`src/rtl/scan_test_ctrl.sv`:
```
// scan_test_ctrl: runs one complete scan test on a mux-D scan chain.
// The sequence is: shift the stimulus in (LOAD), one functional capture
// cycle (CAPT), then shift the response out (UNLOAD) and compare it with
// the golden vector. Results and a saturating failure count are registered
// on the completion edge.
//
// Handshake: a request is taken when start is sampled high while IDLE and
// abort is low. There is no ready/acknowledge signal and no queuing; a
// start seen while busy is dropped. done is a single-cycle completion
// strobe. pass/response are stable from done until the next done.
module scan_test_ctrl #(
    parameter int CHAIN_LEN = 4
) (
    input  logic                 clk,
    input  logic                 rst,
    input  logic                 start,
    input  logic                 abort,
    input  logic [CHAIN_LEN-1:0] pattern,
    input  logic [CHAIN_LEN-1:0] expected,
    input  logic                 scan_out_i,
    output logic                 scan_en,
    output logic                 scan_in,
    output logic                 busy,
    output logic                 done,
    output logic                 pass,
    output logic [CHAIN_LEN-1:0] response,
    output logic [7:0]           err_cnt
);

    // Wide enough to hold CHAIN_LEN-1 without wrapping inside a phase.
    localparam int CW = $clog2(CHAIN_LEN) + 1;
    localparam logic [CW-1:0] LAST_BIT = CW'(CHAIN_LEN - 1);

    typedef enum logic [1:0] {
        IDLE   = 2'd0,
        LOAD   = 2'd1,
        CAPT   = 2'd2,
        UNLOAD = 2'd3
    } state_t;

    state_t               state;
    state_t               state_nxt;
    logic [CW-1:0]        bit_cnt;
    logic [CHAIN_LEN-1:0] stim_sr;
    logic [CHAIN_LEN-1:0] exp_r;
    logic [CHAIN_LEN-1:0] resp_sr;
    logic [CHAIN_LEN-1:0] resp_final;
    logic                 phase_last;
    logic                 accept;
    logic                 finish;

    // Last bit of a LOAD or UNLOAD phase.
    assign phase_last = (bit_cnt == LAST_BIT);

    // A start with a simultaneous abort is not accepted.
    assign accept = (state == IDLE) && start && !abort;

    // Test completes on the last UNLOAD edge unless aborted on that edge.
    assign finish = (state == UNLOAD) && phase_last && !abort;

    // Full response including the bit sampled on the completion edge;
    // the first bit sampled ends up in the MSB.
    assign resp_final = {resp_sr[CHAIN_LEN-2:0], scan_out_i};

    // Chain pins and busy decode from registered state only.
    assign scan_en = (state == LOAD) || (state == UNLOAD);
    assign scan_in = (state == LOAD) ? stim_sr[CHAIN_LEN-1] : 1'b0;
    assign busy    = (state != IDLE);

    // Next-state logic: abort outranks every phase advance.
    always_comb begin
        state_nxt = state;
        case (state)
            IDLE: begin
                if (accept) begin
                    state_nxt = LOAD;
                end
            end
            LOAD: begin
                if (phase_last) begin
                    state_nxt = CAPT;
                end
            end
            CAPT: begin
                state_nxt = UNLOAD;
            end
            UNLOAD: begin
                if (phase_last) begin
                    state_nxt = IDLE;
                end
            end
            default: begin
                state_nxt = IDLE;
            end
        endcase
        if (abort && (state != IDLE)) begin
            state_nxt = IDLE;
        end
    end

    // State register.
    always_ff @(posedge clk) begin
        if (rst) begin
            state <= IDLE;
        end else begin
            state <= state_nxt;
        end
    end

    // Bit counter: restarts on every state change, counts within a shift phase.
    always_ff @(posedge clk) begin
        if (rst) begin
            bit_cnt <= '0;
        end else if (state_nxt != state) begin
            bit_cnt <= '0;
        end else if ((state == LOAD) || (state == UNLOAD)) begin
            bit_cnt <= bit_cnt + CW'(1);
        end
    end

    // Stimulus and golden vectors: latched on accept, stimulus shifts MSB-first.
    always_ff @(posedge clk) begin
        if (rst) begin
            stim_sr <= '0;
            exp_r   <= '0;
        end else if (accept) begin
            stim_sr <= pattern;
            exp_r   <= expected;
        end else if (state == LOAD) begin
            stim_sr <= {stim_sr[CHAIN_LEN-2:0], 1'b0};
        end
    end

    // Response collection: one chain bit per UNLOAD cycle, pre-edge value.
    always_ff @(posedge clk) begin
        if (rst) begin
            resp_sr <= '0;
        end else if (accept) begin
            resp_sr <= '0;
        end else if (state == UNLOAD) begin
            resp_sr <= resp_final;
        end
    end

    // Result registers: updated only on a completed (non-aborted) test.
    always_ff @(posedge clk) begin
        if (rst) begin
            done     <= 1'b0;
            pass     <= 1'b0;
            response <= '0;
            err_cnt  <= '0;
        end else begin
            done <= finish;
            if (finish) begin
                response <= resp_final;
                pass     <= (resp_final == exp_r);
                if ((resp_final != exp_r) && (err_cnt != 8'hFF)) begin
                    err_cnt <= err_cnt + 8'd1;
                end
            end
        end
    end

endmodule
```
`config.mk`:
```
export PLATFORM = sky130hd
export DESIGN_NAME = scan_test_ctrl
export DESIGN_NICKNAME = d
export VERILOG_FILES = /design/src/rtl/scan_test_ctrl.sv
export SDC_FILE = /design/constraint.sdc
export NUM_CORES = 1
export LEC_CHECK = 0
export CORE_MARGIN = 1.5
export CORE_UTILIZATION = 35
export CTS_BUF_LIST = sky130_fd_sc_hd__clkbuf_2
export DETAILED_ROUTE_END_ITERATION = 10
export GPL_TIMING_DRIVEN = 1
export PLACE_DENSITY = 0.62
export SLEW_MARGIN = 20
export SYNTH_ARGS = -nofsm -noshare
export SYNTH_HDL_FRONTEND = slang
export SYNTH_SLANG_ARGS = --single-unit
```
`constraint.sdc`:
```
create_clock -name clk -period 3.6 [get_ports clk]
set_input_delay 0.36 -clock clk [delete_from_list [all_inputs] [get_ports clk]]
set_output_delay 0.36 -clock clk [all_outputs]
set_load 0.02 [all_outputs]
```
==> summary.txt <==
Max Slew Vio Count = 0
Delay-heaviest family, CP = simple AND/OR/NAND/NOR gates
Final setup fails = 0
Post-route minimum period = 2.52 ns
GPL Wtd Cong = 0.788
DRC = 0
Die area = 4200 µm²
PnR worst setup slack = 1.08 ns
Slew @ Worst Pin = 1.01 ns
Post-cts gate resize count = 0
Final Cycle Share = 0.701
Routed WL = 2830 µm
Worst Path Buf+Inv = 1
Crit-path slowest cell = dfxtp_1
Deepest clock path buffer count = 2
Nets = 186
FP Rows = 22
Leak = 0.624 nW
# diodes = 0
Netlist cell types = 37
Post-DR vias/cell = 5.18
Post-synth top area share = 0.449
CTS sink cnt = 30
CTS tree = done
Cells after Synth = 140
Port Buffers = 29
CP Launch Type = register
Hold path cells = 2
Most instantiated cells after synthesis = 30 x dfxtp_1, 17 x nor2_1, 13 x mux2i_1, 11 x a21oi_1, 8 x nand2_1
H-tree depth = 2
Final Hold Viols = 0
RSZ-0062 raised after global routing = false
Number of synthesized flops with an enable pin = 0
Sum of negative setup slack = 0 ns
FF-to-FF path depth = 6
Number of buffers created by CTS = 5
Grt ovf = 0
Power per cell area = 320 nW/µm²
Largest net degree at the start of global routing = 29
HP Start = stim_sr[1]
HP Class = register to register
Post-Syn Area per Cell = 9.56 µm²
FF-to-FF setup slack = 1.32 ns
Top FF cell, synth = dfxtp_1
FF-to-FF Start = bit_cnt[0]
Antenna violations before repair = 0
Peak supply drop = 0.000205 V
Area Growth Syn to Fin = 27.0%
Critical path data arrival time = 2.16 ns
Syn nets = 156
Reg-to-reg endpoint = err_cnt[4]
Seq/Total Area, Yosys = 0.449
Slew HR = 0.328
Die span in y = 64.8 µm
Max-Cap Viols = 0
Pre-CTS WS = 1.13 ns
Clock root buffer = clkbuf_2
Reg clk slew, reported paths = 0.13 ns
Data required time of the worst path = 3.24 ns
Clock Skew = 0.0140 ns
Starting DRT DRC Count = 46
Yosys reg bits = 30
Post-detail-place hpwl = 2060 µm
GRT Total Usage = 0.143
Share of cells above drive strength 1 = 0.0824
Status = finished clean
DRT Pass-1 Iters = 4
Area leader, netlist = dfxtp_1
Die Wd = 64.8 µm
Post-DR wirelength/cell = 13.0 µm
Ys async rst share = 0
Kind of critical path = register to output pin
YS warnings = 0
Delay of the slowest critical-path stage = 0.60 ns
Placeable Area = 3660 µm²
Critical-path cell list = nor2b_1 -> and2_1 -> clkdlybuf4s50_1
CP max FO = 12
Latest clock arrival within the worst-skew pair = 0.34 ns
# IOs = 30
Most frequent cell after synthesis = dfxtp_1
Worst Hold Endpoint = stim_sr[1]
Vias in the first global route = 1,077
Vias = 1,130
Mapped Area = 1340 µm²
CP Capture Type = output pin
Number of routed nets with antenna violations = 0
Fmax = 396 MHz
Initial core utilization = 0.366
Global-route wire length before repair = 4680 µm
Postcts setup bufs = 0
Ranking of synthesized cells by area = dfxtp_1 45%, mux2i_1 9.7%, nor2_1 4.8%
Cts-stage hold buffer count = 0
state kept, by name, indices dropped and copies added (netlist names):
name and cells:
err_cnt 8, state 2, done 1, response 4, bit_cnt 3, pass 1
resp_sr 3, stim_sr 4, exp_r 4
worst max-delay path by stage:
| stage | start | to | slack [ns] | depth (start not counted) |
|---|---|---|---|---|
| 4_1_cts | state[0] | scan_in | 1.03 | 3 |
| 3_5_place_dp | abort | err_cnt[4] | 1.13 | 5 |
| 3_3_place_gp | abort | err_cnt[4] | 1.22 | 5 |
| 6_report | state[0] | scan_in | 1.08 | 3 |
| 2_1_floorplan | bit_cnt[0] | err_cnt[4] | 1.85 | 7 |
| 5_1_grt | state[0] | scan_in | 0.87 | 3 |
metrics by stage:
step	utilization	hold slack (ns)	power (mW)	instances	cell area, µm²
final	0.464	0.471	0.545	218	1700
after CTS	0.464	0.472	0.553	218	1700
after detailed placement	0.455	0.453	0.403	211	1670
after global routing	0.464	0.492	0.573	218	1700
after global placement	0.455	0.438	0.401	211	1670
after floorplan	-	0.432	0.380	140	1340
report_power, final:
group	total, mW	leakage, nW	internal, mW	switching [mW]
sequential	0.343	0.243	0.338	0.00500
combinational	0.0521	0.352	0.0257	0.0264
clock	0.150	0.0291	0.0507	0.0991
worst reg2reg max path, stage by stage, from the launching register on:
cell,delay (ns)
dfxtp_1,0.37
ha_1,0.18
ha_1,0.23
and4b_1,0.50
o41ai_4,0.24
or4_1,0.52
a21oi_1,0.16
per-layer routing:
layer  share of wire  global-route usage  vias to the layer above
met5               0                   0                        -
met4          0.0067              0.0479                        0
met3           0.041              0.0417                        4
met2            0.49               0.241                       25
met1            0.47               0.173                      533
li1                -                   -                      568
final cells by class:
| cell class | count | area [µm²] |
|---|---|---|
| flip-flops and latches | 30 | 601 |
| well taps | 48 | 60.1 |
| fillers | 364 | 1960 |
| multi-input cells | 100 | 696 |
| clock buffers | 7 | 35.0 |
| repair buffers | 30 | 298 |
| inverters | 3 | 11.3 |
cells by family (layout without fill, tap and decap cells):
kind of cell             after synthesis  count (layout)  share of synthesized area
AO/OA/AOI/OAI                         28              28                      0.151
XOR/XNOR                               6               6                     0.0393
adder cells (fa/ha/maj)                3               3                     0.0280
buffers and inverters                 10              40                     0.0365
flip-flops                            30              30                      0.449
multiplexers                          13              13                     0.0972
AND/OR/NAND/NOR                       50              50                      0.199
placed cells by master, fill, tap and decap left out, drive strengths merged, types with 2 or more instances in the layout:
cell           Yosys  routed
clkbuf             5       7
xor2               5       5
nor2              17      17
a22oi              3       3
nor3               4       4
clkdlybuf4s50      0      29
dfxtp             30      30
nand3              3       3
or4                4       4
inv                3       3
nand2              8       8
mux2i             13      13
o31ai              3       3
nor4b              2       2
o21ai              3       3
nor2b              2       2
or3                2       2
o41ai              3       3
ha                 3       3
a21oi             11      11
Power figures use the tool's default switching activity.
